[config.mk]
export PLATFORM = sky130hd
export DESIGN_NAME = fixed_p_std_div_seq
export DESIGN_NICKNAME = d
export VERILOG_FILES = /design/src/rtl/fixed_p_div_pkg.sv /design/src/rtl/fixed_p_div_step.sv /design/src/rtl/fixed_p_std_div_seq.sv
export SDC_FILE = /design/constraint.sdc
export NUM_CORES = 1
export LEC_CHECK = 0
export CAP_MARGIN = 15
export CORE_UTILIZATION = 34
export CTS_CLUSTER_SIZE = 8
export DETAILED_ROUTE_END_ITERATION = 10
export HOLD_SLACK_MARGIN = 0.1
export PLACE_DENSITY = 0.49
export SYNTH_ARGS = -nofsm -noshare
export SYNTH_HDL_FRONTEND = slang
export SYNTH_HIERARCHICAL = 1
export SYNTH_SLANG_ARGS = --single-unit
[constraint.sdc]
create_clock -name clk -period 3.9 [get_ports clk]
set_input_delay 0.78 -clock clk [delete_from_list [all_inputs] [get_ports clk]]
set_output_delay 0.78 -clock clk [all_outputs]
set_load 0.005 [all_outputs]
[src/rtl/fixed_p_div_pkg.sv]
`default_nettype none
// ============================================================================
//  Module   : fixed_p_div_pkg
//  Purpose  : Shared types and sizing helpers for the sequential fixed-point
//             restoring divider.
//  Revision : 1.0 - initial release
// ============================================================================
package fixed_p_div_pkg;

    // Divider control states
    typedef enum logic [1:0] {
        IDLE = 2'd0,
        RUN  = 2'd1,
        DONE = 2'd2
    } div_state_t;

    // Number of restoring iterations: the dividend is pre-shifted by the
    // fraction width, so every bit of the widened dividend yields one quotient bit.
    function automatic int div_iters(input int width, input int fract_width);
        return width + fract_width;
    endfunction

    // Counter width able to hold 0..N
    function automatic int div_cnt_width(input int n);
        return $clog2(n + 1);
    endfunction

endpackage
`default_nettype wire

[src/rtl/fixed_p_div_step.sv]
`default_nettype none
// ============================================================================
//  Module   : fixed_p_div_step
//  Purpose  : One combinational restoring-division step: shift the next
//             dividend bit into the partial remainder and subtract the divisor
//             when it fits.
//  Revision : 1.0 - initial release
// ============================================================================
module fixed_p_div_step #(
    parameter int width = 32
) (
    input  logic [width:0]   r_i,      // current partial remainder
    input  logic             d_bit_i,  // next dividend bit (MSB first)
    input  logic [width-1:0] v_i,      // divisor
    output logic [width:0]   r_o,      // next partial remainder
    output logic             q_o       // quotient bit for this step
);

    logic [width+1:0] w_t;
    logic [width:0]   w_diff;

    // The full shifted value takes part in the compare so a divide-by-zero
    // run (remainder never restored) still produces a 1 every step; the
    // stored remainder keeps only the low width+1 bits.
    assign w_t    = {r_i, d_bit_i};
    assign w_diff = w_t[width:0] - {1'b0, v_i};

    // Select restored or reduced remainder
    always_comb begin
        q_o = 1'b0;
        r_o = w_t[width:0];
        if (w_t >= {2'b00, v_i}) begin
            q_o = 1'b1;
            r_o = w_diff;
        end
    end

endmodule
`default_nettype wire

[src/rtl/fixed_p_std_div_seq.sv]
`default_nettype none
// ============================================================================
//  Module   : fixed_p_std_div_seq
//  Purpose  : Multi-cycle unsigned fixed-point divider, go/done handshake.
//             out = floor((left << fract_width) / right), one quotient bit
//             per clock; overflow flags quotient bits beyond width.
//  Revision : 1.0 - initial release
// ============================================================================
module fixed_p_std_div_seq
    import fixed_p_div_pkg::*;
#(
    parameter int width       = 32,
    parameter int int_width   = 8,
    parameter int fract_width = 24
) (
    input  logic             clk,
    input  logic             reset,     // asynchronous, active low
    input  logic             go,
    input  logic [width-1:0] left,
    input  logic [width-1:0] right,
    output logic [width-1:0] out,
    output logic             overflow,
    output logic             done
);

    localparam int N  = div_iters(width, fract_width);
    localparam int CW = div_cnt_width(N);

    if (int_width + fract_width != width) begin : g_param_check
        $error("fixed_p_std_div_seq: int_width + fract_width must equal width");
    end

    div_state_t       state_q, state_d;
    logic [N-1:0]     d_q, d_d;          // dividend shift register
    logic [width-1:0] v_q, v_d;          // latched divisor
    logic [width:0]   r_q, r_d;          // partial remainder
    logic [N-1:0]     quot_q, quot_d;    // quotient shift register
    logic [CW-1:0]    cnt_q, cnt_d;
    logic [width-1:0] out_q, out_d;
    logic             ovf_q, ovf_d;

    logic [width:0]   step_r;
    logic             step_q;
    logic [N-1:0]     quot_nx;

    fixed_p_div_step #(.width(width)) u_step (
        .r_i     (r_q),
        .d_bit_i (d_q[N-1]),
        .v_i     (v_q),
        .r_o     (step_r),
        .q_o     (step_q)
    );

    assign quot_nx = {quot_q[N-2:0], step_q};

    // Next-state and datapath control
    always_comb begin
        state_d = state_q;
        d_d     = d_q;
        v_d     = v_q;
        r_d     = r_q;
        quot_d  = quot_q;
        cnt_d   = cnt_q;
        out_d   = out_q;
        ovf_d   = ovf_q;
        unique case (state_q)
            IDLE: begin
                if (go) begin
                    d_d     = N'(left) << fract_width;
                    v_d     = right;
                    r_d     = '0;
                    quot_d  = '0;
                    cnt_d   = '0;
                    state_d = RUN;
                end
            end
            RUN: begin
                d_d    = {d_q[N-2:0], 1'b0};
                r_d    = step_r;
                quot_d = quot_nx;
                cnt_d  = cnt_q + CW'(1);
                if (cnt_q == CW'(N - 1)) begin
                    // Results update only on the final iteration edge
                    out_d   = quot_nx[width-1:0];
                    ovf_d   = |(quot_nx >> width);
                    state_d = DONE;
                end
            end
            DONE: begin
                state_d = IDLE;
            end
            default: begin
                state_d = IDLE;
            end
        endcase
    end

    // State and datapath registers, cleared asynchronously
    always_ff @(posedge clk or negedge reset) begin
        if (!reset) begin
            state_q <= IDLE;
            d_q     <= '0;
            v_q     <= '0;
            r_q     <= '0;
            quot_q  <= '0;
            cnt_q   <= '0;
            out_q   <= '0;
            ovf_q   <= 1'b0;
        end else begin
            state_q <= state_d;
            d_q     <= d_d;
            v_q     <= v_d;
            r_q     <= r_d;
            quot_q  <= quot_d;
            cnt_q   <= cnt_d;
            out_q   <= out_d;
            ovf_q   <= ovf_d;
        end
    end

    assign out      = out_q;
    assign overflow = ovf_q;
    assign done     = (state_q == DONE);

endmodule
`default_nettype wire

==> qor.csv <==
metric,value,unit
gp weighted congestion,0.786,
synthesized netlist cell count,902,
Cell Rows,61,
DP Wirelength,14.4,mm
Total Nets Final,1081,
Slew @ Worst Pin,0.820,ns
die height,171,um
Highest Clock Rate,0.300,GHz
clk_skew,0.0157,ns
layout cell share with drive strength beyond 1,13.1,%
DR DRC count,0,
gr usage total,16.0,%
Pleak,5.14,nW
Die Wd,171,um
post-CTS resize count,0,
peak supply drop,348,uV
DRT Wirelength,22.4,mm
Final Critical Period,3.34,ns
Final Setup Violations,0,
sequential element share of the synthesized area,49.5,%
WL/cell,16.3,um
clk slew on worst S/H paths,0.08,ns
# fillers,2748,
clk root buf,clkbuf_16,
H-tree depth,4,
worst hold slack,0.409,ns
Crit Path Category,reg -> reg,
Netlist cell types,63,
Post-synth EDFFs,0,
PwrDens,950,nW/um^2
final setup TNS,0,ns
critical path endpoint category,flop,
Post-Layout Cell Count,1372,
Final ANT Viol Nets,0,
I/O Buffers,100,
critical path arrival,3.66,ns
Ports,101,
largest net degree at the start of global routing,95,
most frequent cells in the layout,"193 x dfrtp_1, 99 x clkdlybuf4s50_1, 90 x a22o_1",
TritonCTS clock tree,done,
"Slew Viols, Final",0,
Final WS setup,0.562,ns
Mean Syn Cell Area,10.8,sq um
total clock sinks,193,
first-pass GRT wire length,37.3,mm
status,"complete, no violations",
CTS Buf Count,17,
reg2reg start,d_q[55],
max_cap viols,0,
core outline area,28000,sq um
cell count after placement,1339,
clk_lat worst skew,0.44,ns
async set or reset register ratio after synthesis,100,%
1st-iter DRT viols,471,
antenna violations before repair,1,
Crit path top cell by count,inv_1,
Max clock buf depth,2,
initial core utilization,34.9,%
Hold Crit Class,in -> async,
Post-Syn Area,9770,sq um
first drt pass iteration count,5,
Synth warnings,6,
via-per-instance ratio,5.13,
"most common cell after layout, fill and taps aside",dfrtp_1,
CP startpoint kind,flop,
total setup buffers inserted after CTS,0,
Placement Setup Slack,0.615,ns
WP data required,4.23,ns
worst rel slew slack,45.3,%
syn_nets,1003,
Critical Path Start,d_q[55],
crit share post-route,85.6,%
CP max FO,4,
Post-CTS Hold Buffers,0,
"Top FF cell, synth",dfrtp_1,
Area Growth Syn to Fin,20.3,%
worst-path cell chain,inv_1 > ha_1 > inv_1 > fa_1 > a211oi_2 > o211a_1 > nor2_1 > a21o_1 > a311o_1 > a311oi_2 > o21ai_1 > mux2_1 > a22o_1,
post-synthesis register bit count,193,
Final Hold Viols,0,
"Core Util, Final",41.9,%
CP peak stage delay,0.43,ns
Die Footprint,29400,sq um
RSZ-0062 raised after global routing,no,
Critical-path top delay cell,dfrtp_1,
routed vias,7043,
vias in the first global route,7109,
total congestion overflow,0,
## through the flow
| step | area [sq um] | total power (W) |
|---|---|---|
| detailed placement | 11200 | 0.00949 |
| global route | 11700 | 0.0121 |
| floorplan | 9770 | 0.00807 |
| finish | 11700 | 0.0112 |
| global placement | 11200 | 0.00946 |
| CTS | 11700 | 0.0113 |
## cell type report
cell class,count,area (sq um),area share [%]
tap,378,473,4.03
clock buffer,18,429,3.65
antenna,1,2.50,0.0213
sequential,193,4830,41.1
timing repair buffer,115,1180,10.0
inverter,45,169,1.44
clock inverter,14,143,1.21
multi-input combinational,608,4520,38.5
## report_power, final
part           internal (W)  leakage [nW]  switching (W)
registers           0.00277          2.47       0.000522
logic               0.00302          2.39        0.00311
clock network      0.000855         0.279       0.000871
total               0.00665          5.14        0.00451
## kinds of logic (layout without fill, tap and decap cells)
group           after synthesis  count (layout)  synth area share [%]
xor+xnor                     28              28                  2.51
simple gates                169             169                  8.99
compound gates              310             310                  22.4
mux                          67              67                  7.71
flops                       193             193                  49.5
other cells                   0               1                     0
buf+inv                     101             192                  4.52
fa+ha+maj                    34              34                  4.43
## synthesized netlist by cell type (all sizes together), types with 3 or more instances
cell | n | area [sq um]
a211oi | 4 | 35.0
a21o | 9 | 67.6
a21oi | 83 | 423
a22o | 90 | 788
a22oi | 31 | 233
a31oi | 8 | 86.3
and2 | 5 | 31.3
buf | 31 | 179
clkbuf | 25 | 93.8
dfrtp | 193 | 4830
ha | 33 | 413
inv | 45 | 169
mux2 | 66 | 743
nand2 | 41 | 154
nand2b | 7 | 51.3
nand3 | 9 | 45.0
nand4 | 6 | 37.5
nor2 | 38 | 143
nor2b | 37 | 231
nor3 | 6 | 30.0
nor3b | 3 | 22.5
nor4 | 6 | 52.6
o211a | 3 | 30.0
o211ai | 6 | 55.1
o21ai | 53 | 265
o21bai | 6 | 45.0
xnor2 | 18 | 158
xor2 | 10 | 87.6
## critical path: cells and delay by family (launching register included)
kind	cells	cell delay [ns]
multiplexers	1	0.32
adder cells (fa/ha/maj)	2	0.58
flip-flops	1	0.43
AO/OA/AOI/OAI	7	1.68
AND/OR/NAND/NOR	1	0.09
buffers and inverters	2	0.13
## metal layers
| metal | track usage [%] | up-vias | part of all wire (%) |
|---|---|---|---|
| met1 | 23.1 | 3465 | 51 |
| met3 | 3.75 | 15 | 4.0 |
| met2 | 24.1 | 104 | 44 |
| li1 | - | 3459 | - |
| met5 | 0 | - | 0 |
| met4 | 4.04 | 0 | 0.85 |
## sequential cells by signal (all words and copies together), names as in the netlist
signal,flops
quot_q,55
r_q,33
d_q,32
out,32
v_q,32
cnt_q,6
state_q,2
overflow,1
## final timing paths
path	endpoint	cells after the start	slack [ns]
max	r_q[32]	13	0.56
min	quot_q[50]	1	0.41
max reg2reg	r_q[32]	13	0.56
min reg2reg	cnt_q[5]	1	0.49
max in group asynchronous	out[16]	2	2.75
min in group clk	cnt_q[5]	1	0.49
Note: power is estimated with default switching activity, not from simulation.
